==> src/rtl/digit_serial_adder_pkg.sv <==
// Shared definitions for the digit-serial adder: FSM encoding, default
// geometry and a counter-width helper.
package digit_serial_adder_pkg;

  localparam int DEF_WIDTH = 16;
  localparam int DEF_DIGIT = 4;

  typedef enum logic [1:0] {
    IDLE = 2'd0,
    RUN  = 2'd1,
    DONE = 2'd2
  } state_t;

  // Digit counter needs at least one bit even when a single digit spans the word.
  function automatic int cnt_width(input int ndig);
    return (ndig > 1) ? $clog2(ndig) : 1;
  endfunction

endpackage

==> src/rtl/digit_serial_adder_adder_digit.sv <==
// DIGIT-bit ripple-carry adder; also exposes the carry into its top bit so the
// caller can form signed overflow on the most significant digit.
module adder_digit
  import digit_serial_adder_pkg::*;
#(
  parameter int DIGIT = DEF_DIGIT
) (
  input  logic [DIGIT-1:0] a,
  input  logic [DIGIT-1:0] b,
  input  logic             cin,
  output logic [DIGIT-1:0] s,
  output logic             cout,
  output logic             cmsb
);

  logic c;

  always_comb begin
    // NOTE: every output and temporary gets a value before the loop so no
    // path through the block leaves one unassigned (which would infer a latch).
    s    = '0;
    cmsb = cin;
    c    = cin;
    for (int i = 0; i < DIGIT; i++) begin
      if (i == DIGIT - 1) cmsb = c;
      s[i] = a[i] ^ b[i] ^ c;
      c    = (a[i] & b[i]) | (a[i] & c) | (b[i] & c);
    end
    cout = c;
  end

endmodule

==> src/rtl/digit_serial_adder.sv <==
// Digit-serial add/subtract: operands are captured on start, then processed
// DIGIT bits per clock from the least significant digit upward.
module digit_serial_adder
  import digit_serial_adder_pkg::*;
#(
  parameter int WIDTH = DEF_WIDTH,
  parameter int DIGIT = DEF_DIGIT
) (
  input  logic             clk,
  input  logic             rst,
  input  logic             start,
  input  logic             sub,
  input  logic [WIDTH-1:0] a,
  input  logic [WIDTH-1:0] b,
  input  logic             cin,
  output logic             busy,
  output logic             done,
  output logic [WIDTH-1:0] s,
  output logic             cout,
  output logic             ovf
);

  localparam int NDIG = WIDTH / DIGIT;
  localparam int CW   = cnt_width(NDIG);
  localparam logic [CW-1:0] LAST = CW'(NDIG - 1);

  state_t state, state_nxt;
  logic   load, step, last;

  logic [NDIG-1:0][DIGIT-1:0] op_a, op_b;
  logic                       carry;
  logic [CW-1:0]              cnt;

  logic [DIGIT-1:0] dig_a, dig_b, dig_s;
  logic             dig_cout, dig_cmsb;
  logic [WIDTH-1:0] res_nxt;

  assign last = (cnt == LAST);

  // ---------------- FSM ----------------
  always_ff @(posedge clk or posedge rst) begin
    // NOTE: state is written with non-blocking assignments so every register
    // samples its inputs from before the edge, independent of block order.
    if (rst) state <= IDLE;
    else     state <= state_nxt;
  end

  always_comb begin
    state_nxt = state;
    load      = 1'b0;
    step      = 1'b0;
    busy      = 1'b0;
    done      = 1'b0;
    unique case (state)
      IDLE: begin
        if (start) begin
          load      = 1'b1;
          state_nxt = RUN;
        end
      end
      RUN: begin
        busy = 1'b1;
        step = 1'b1;
        if (last) state_nxt = DONE;
      end
      DONE: begin
        done = 1'b1;
        if (start) begin
          load      = 1'b1;
          state_nxt = RUN;
        end else begin
          state_nxt = IDLE;
        end
      end
      default: state_nxt = IDLE;
    endcase
  end

  // ---------------- Datapath ----------------
  adder_digit #(.DIGIT(DIGIT)) u_adder (
    .a    (dig_a),
    .b    (dig_b),
    .cin  (carry),
    .s    (dig_s),
    .cout (dig_cout),
    .cmsb (dig_cmsb)
  );

  generate
    if (NDIG == 1) begin : g_single
      assign dig_a   = op_a[0];
      assign dig_b   = op_b[0];
      assign res_nxt = dig_s;
    end else begin : g_multi
      // Finished digits enter at the top and drift down; after NDIG steps the
      // first digit sits in the least significant position.
      logic [WIDTH-DIGIT-1:0] res_q;

      assign dig_a   = op_a[cnt];
      assign dig_b   = op_b[cnt];
      assign res_nxt = {dig_s, res_q};

      always_ff @(posedge clk or posedge rst) begin
        if (rst)       res_q <= '0;
        else if (step) res_q <= res_nxt[WIDTH-1:DIGIT];
      end
    end
  endgenerate

  always_ff @(posedge clk or posedge rst) begin
    if (rst) begin
      // NOTE: operand registers are cleared as well, so nothing undefined
      // reaches the adder before the first capture.
      op_a  <= '0;
      op_b  <= '0;
      carry <= 1'b0;
      cnt   <= '0;
      s     <= '0;
      cout  <= 1'b0;
      ovf   <= 1'b0;
    end else if (load) begin
      // Subtraction is a + ~b + 1: invert b here and seed the carry with 1.
      op_a  <= a;
      op_b  <= b ^ {WIDTH{sub}};
      carry <= sub ? 1'b1 : cin;
      cnt   <= '0;
    end else if (step) begin
      carry <= dig_cout;
      cnt   <= cnt + CW'(1);
      if (last) begin
        s    <= res_nxt;
        cout <= dig_cout;
        ovf  <= dig_cmsb ^ dig_cout;
      end
    end
  end

endmodule

==> config.mk <==
export PLATFORM = sky130hd
export DESIGN_NAME = digit_serial_adder
export DESIGN_NICKNAME = d
export VERILOG_FILES = /design/src/rtl/digit_serial_adder_pkg.sv /design/src/rtl/digit_serial_adder_adder_digit.sv /design/src/rtl/digit_serial_adder.sv
export SDC_FILE = /design/constraint.sdc
export NUM_CORES = 1
export LEC_CHECK = 0
export CAP_MARGIN = 10
export CORE_AREA = 2 2 90 92
export DETAILED_ROUTE_END_ITERATION = 16
export DIE_AREA = 0 0 92 94
export PLACE_DENSITY_LB_ADDON = 0.15
export SYNTH_ARGS = -nofsm -noshare
export SYNTH_HDL_FRONTEND = slang
export SYNTH_SLANG_ARGS = --single-unit
==> constraint.sdc <==
create_clock -name clk -period 6.45 [get_ports clk]
set_input_delay 0.645 -clock clk [delete_from_list [all_inputs] [get_ports clk]]
set_output_delay 0.645 -clock clk [all_outputs]
set_load 0.05 [all_outputs]
==> results of run 1 <==
## logic make-up after synthesis
logic type      count (synthesis)  share of synthesized area
xor+xnor                       17                     0.0499
fa+ha+maj                       5                     0.0311
flops                          67                      0.562
buf+inv                        21                     0.0386
compound gates                 23                     0.0399
mux                            39                      0.194
simple gates                   63                     0.0843
## path summary, 6_finish.rpt
check,to,cells after the start
setup reg to reg,s[15]$_DFFE_PP0P_,7
max in group asynchronous,op_b[2]$_DFFE_PP0P_,3
hold / removal,g_multi.res_q[0]$_DFFE_PP0P_,2
hold reg to reg,g_multi.res_q[0]$_DFFE_PP0P_,2
setup / recovery,s[15]$_DFFE_PP0P_,7
min in group asynchronous,s[8]$_DFFE_PP0P_,3
## through the flow
step	instances	instance area [µm²]	hold slack [ns]	worst slack, ns
final	395	3800	0.471	3.12
after global routing	395	3800	0.502	2.95
after CTS	395	3800	0.478	3.06
after detailed placement	379	3590	0.460	3.07
after global placement	379	3590	0.457	3.13
after floorplan	235	2980	0.442	3.40
## placed cells by master (no fill, tap or decap), types with 2 or more instances in the layout
master           Yosys  final
clkinv_2             0      2
mux2_2              18     18
mux4_2               8      8
xnor2_1             16     16
clkbuf_8             0     12
inv_1                6      5
fa_1                 4      4
nand3_1              3      3
dfrtp_1             67     67
o21ai_0             22     22
mux2_4              13     13
nand2_1             55     55
clkdlybuf4s50_1      0     56
## state kept, by name, indices dropped and copies added (netlist names)
register and cells:
op_a 16, op_b 16, s 16, g_multi.res_q 12, cnt 2, state 2
carry 1, cout 1, ovf 1
## final cells by class
type	instances	area (µm²)
inverter	6	22.5
multi-input combinational	147	1190
clock inverter	4	47.5
sequential	67	1680
fill	709	3810
tap	102	128
clock buffer	12	165
timing repair buffer	57	568
## where the power goes
group	switching [W]	total (W)	internal [W]	leakage, nW
Sequential	0.000137	0.000765	0.000628	0.820
Clock	0.000155	0.000364	0.000209	0.108
Combinational	0.000519	0.000974	0.000455	0.777
Total	0.000811	0.00210	0.00129	1.71
## layer usage
metal | track usage | part of all wire | vias up
met2 | 0.214 | 0.47 | 52
li1 | - | - | 886
met5 | 0 | 0 | -
met1 | 0.175 | 0.47 | 876
met3 | 0.0329 | 0.043 | 10
met4 | 0.0746 | 0.018 | 0
## worst max-delay path, cell delays in order (launching register included)
cell,delay (ns)
dfrtp_1,0.71
mux4_2,0.60
fa_1,0.44
fa_1,0.40
fa_1,0.43
inv_1,0.09
fa_1,0.41
o21ai_0,0.16
==> impl_metrics.json, run 1 <==
{
  "status": "finished clean",
  "cellPowerDensity_nw_per_um2": 553,
  "synth-edff-count": 0,
  "row_count": 32,
  "worst_pin_slew_ns": 1.12,
  "ff2ff_setup_slack_ns": 3.12,
  "cts_made_buffers": 9,
  "yosysWarningCount": 0,
  "grt_pass1_wl_um": 8930,
  "synth_commonest_cells": "dfrtp_1 (67), nand2_1 (55), o21ai_0 (22), mux2_2 (18), xnor2_1 (16)",
  "dieArea_um2": 8650,
  "final.setup.tns_ns": 0,
  "cp_max_fo": 11,
  "synth_top_area_share": 0.562,
  "hold_buffers": 0,
  "setup.worst_path.start": "cnt[0]$_DFFE_PP0P_",
  "avgSynthCellArea_um2": 12.7,
  "synthFlopType": "dfrtp_1",
  "synth.most_common_cell": "dfrtp_1",
  "cts_resized": 0,
  "power.leakage_nw": 1.71,
  "finClkSkew_ns": 0.0121,
  "irDropWorstVdd_mv": 0.156,
  "gr-total-overflow": 0,
  "clock_latency_ns": 0.34,
  "hp-class": "reg -> reg",
  "fin_crit_ns": 3.33,
  "utilization": 0.500,
  "cts_tree": "yes",
  "fp.dieH_um": 94,
  "finalHoldViolCount": 0,
  "dr_total_vias": 1824,
  "final_net_count": 330,
  "fp.coreArea_um2": 7610,
  "yosys.area.top_type": "dfrtp_1",
  "area_growth_pct": 27.4,
  "track_usage": 0.136,
  "ctsHtreeMaxLevel": 3,
  "ys_ff_latch": 67,
  "io_buffers": 56,
  "setup_viol": 0,
  "postRouteAntennaNets": 0,
  "post-route-period-util": 0.516,
  "arrival_ns": 3.56,
  "total_power_w": 0.00210,
  "antenna_found_initial": 0,
  "clockBufferDepth": 2,
  "slew_violations": 0,
  "route.detailed.wl_per_inst_um": 13.3,
  "synth_cells": 235,
  "rsz0062_at_grt": "no",
  "drive_above_1_share": 0.198,
  "yosysUniqueCellTypes": 21,
  "min_from": "g_multi.res_q[0]$_DFFE_PP0P_",
  "gp_congestion": 0.706,
  "cap_viol_max_count": 0,
  "hpwl_um": 3570,
  "initial_core_util": 0.392,
  "drt_wl_total_um": 5240,
  "cts_sinks": 67,
  "postCtsSetupBuffers": 0,
  "syn_nets": 277,
  "grt_pass1_vias": 1859,
  "max_slew_margin": 0.256,
  "cp-start-kind": "register",
  "cp.required_ns": 6.69,
  "drc_errors": 0,
  "die_w_um": 92,
  "antenna_cells": 0,
  "ys_async_sr_fraction": 1.00,
  "dr.pass1.iters": 4,
  "root_buffer": "clkbuf_8",
  "clkSlewWorstSetupHoldPaths_ns": 0.07,
  "yosysSeqAreaShare": 0.562,
  "netlist_top_cells_area": "dfrtp_1 (56%), nand2_1 (6.9%), mux2_2 (6.8%)",
  "grt_max_degree": 68,
  "end_kind": "register",
  "vias_per_cell": 4.62,
  "drt_iter0_markers": 66,
  "path_class": "reg -> reg",
  "crit-reg2reg-launch": "cnt[0]$_DFFE_PP0P_",
  "io-pin-count": 57,
  "synth.cell_area_um2": 2980,
  "clock.fmax_mhz": 300
}
Power figures use the tool's default switching activity.
==> inputs of run 2 (changes only) <==
Clock period 6.45 ns to 3.45 ns, I/O delays scaled along.
==> run 2 against run 1 <==
Against the previous run:
- worst setup slack got worse by 2.8 ns
- via count did not move
- register-to-register slack worse by 2.8 ns
- sequential share of layout area down 0.49 points
- non-clock buffer count is 5 higher
- critical path depth unchanged
- count of clock-buffer cells in the layout shrank 2
- cell count increased by 1.3%
- routed wire length grew 3.3%
- sequential power increased by 83%
- cell area grew 1.1%
- critical endpoint unchanged
==> impl_metrics.json, run 2 (synthesis gave the netlist of run 1 again) <==
{
  "status": "finished clean",
  "clock.fmax_mhz": 318,
  "dieArea_um2": 8650,
  "initial_core_util": 0.392,
  "slowest_delay_ns": 0.57,
  "hpwl_um": 3880,
  "final_net_count": 335,
  "mostFrequentLayoutCell": "dfrtp_1",
  "setup_viol": 0,
  "cp-start-kind": "register",
  "cts_sinks": 67,
  "grt_pass1_vias": 1844,
  "fin_crit_ns": 3.15,
  "max_slew_margin": 0.244,
  "cp_common_cell": "fa_1",
  "hp-class": "in -> async",
  "clkSlewWorstSetupHoldPaths_ns": 0.08,
  "die_w_um": 92,
  "cap_viol_max_count": 0,
  "route.detailed.wl_per_inst_um": 13.5,
  "ctsHtreeMaxLevel": 3,
  "path_class": "reg -> reg",
  "reg_top3": "op_a (16), op_b (16), s (16)",
  "fp.coreArea_um2": 7610,
  "row_count": 32,
  "cpLargestDelayFamily": "adder cells",
  "io_buffers": 56,
  "gr-total-overflow": 0,
  "drt_iter0_markers": 77,
  "gp_congestion": 0.706,
  "rsz0062_at_grt": "no",
  "grt_max_degree": 54,
  "io-pin-count": 57,
  "track_usage": 0.142,
  "cellPowerDensity_nw_per_um2": 1040,
  "clock_latency_ns": 0.34,
  "instances_no_fill": 400,
  "post-route-period-util": 0.913,
  "cts_resized": 0,
  "path_buf_inv": 1,
  "irDropWorstVdd_mv": 0.276,
  "vias_per_cell": 4.56,
  "antenna_found_initial": 0,
  "cp.required_ns": 3.68,
  "finalHoldViolCount": 0,
  "arrival_ns": 3.38,
  "finClkSkew_ns": 0.00951,
  "dr_total_vias": 1824,
  "grt_pass1_wl_um": 9270,
  "cts_made_buffers": 9,
  "end_kind": "register",
  "slew_violations": 0,
  "drt_wl_total_um": 5410,
  "drive_above_1_share": 0.208,
  "fin_ws_ns": 0.301,
  "cp_max_fo": 6,
  "antenna_cells": 0,
  "place_ws_ns": 0.282,
  "fp.dieH_um": 94,
  "hold_buffers": 0,
  "dp.cells": 384,
  "clockBufferDepth": 2,
  "final.setup.tns_ns": 0,
  "final_cell_mix": "dfrtp_1 (67), clkdlybuf4s50_1 (56), nand2_1 (55)",
  "worst_pin_slew_ns": 1.13,
  "power.leakage_nw": 1.73,
  "drc_errors": 0,
  "postRouteAntennaNets": 0,
  "dr.pass1.iters": 4,
  "postCtsSetupBuffers": 0,
  "total_power_w": 0.00400,
  "crit_path_top_delay_cell": "mux4_2",
  "root_buffer": "clkbuf_8",
  "cts_tree": "yes",
  "path_cells": "mux4_2, fa_1, fa_1, fa_1, inv_1, fa_1, o21ai_0",
  "area_growth_pct": 28.9,
  "fillCellCount": 715
}
[run 2: cell type report]
class	count	area, µm²	share of cell area
Timing Repair Buffer	62	606	0.158
Multi-Input combinational cell	147	1190	0.310
Tap cell	102	128	0.0332
Sequential cell	67	1680	0.436
Clock inverter	6	90.1	0.0234
Clock buffer	10	128	0.0332
Inverter	6	22.5	0.00586
[run 2: worst paths after layout]
| kind | from | to | slack [ns] | depth (start not counted) |
|---|---|---|---|---|
| max reg2reg | cnt[0]$_DFFE_PP0P_ | s[15]$_DFFE_PP0P_ | 0.30 | 7 |
| max | cnt[0]$_DFFE_PP0P_ | s[15]$_DFFE_PP0P_ | 0.30 | 7 |
| min reg2reg | g_multi.res_q[3]$_DFFE_PP0P_ | g_multi.res_q[3]$_DFFE_PP0P_ | 0.47 | 2 |
| min in group clk | g_multi.res_q[3]$_DFFE_PP0P_ | g_multi.res_q[3]$_DFFE_PP0P_ | 0.47 | 2 |
| max in group asynchronous | rst | cnt[1]$_DFFE_PP0P_ | 2.28 | 3 |
| min | rst | s[11]$_DFFE_PP0P_ | 0.45 | 2 |
[run 2: routing by layer]
metal | up-vias | routed length, µm | share of wire | track usage
met4 | 0 | 50 | 0.0092 | 0.0522
li1 | 898 | - | - | -
met1 | 872 | 2560 | 0.47 | 0.190
met3 | 3 | 292 | 0.054 | 0.0409
met2 | 51 | 2500 | 0.46 | 0.222
met5 | - | 0 | 0 | 0
[run 2: metrics by stage]
step | util | hold WS (ns) | instance area [µm²]
floorplan | - | 0.442 | 2980
global placement | 0.476 | 0.456 | 3620
detailed placement | 0.476 | 0.460 | 3620
CTS | 0.505 | 0.467 | 3840
global route | 0.505 | 0.505 | 3840
finish | 0.505 | 0.448 | 3840
[run 2: where the power goes]
part | leakage, nW | total [W] | switching [W] | internal [W]
Sequential | 0.820 | 0.00140 | 0.000226 | 0.00117
Combinational | 0.802 | 0.00190 | 0.00101 | 0.000884
Clock | 0.106 | 0.000706 | 0.000298 | 0.000408
==> inputs of run 3 (changes only) <==
Settings changed: HOLD_SLACK_MARGIN set to 0.05.
==> results of run 3 <==
Same layout as run 2: the final DEF is identical, and so are final timing and power.
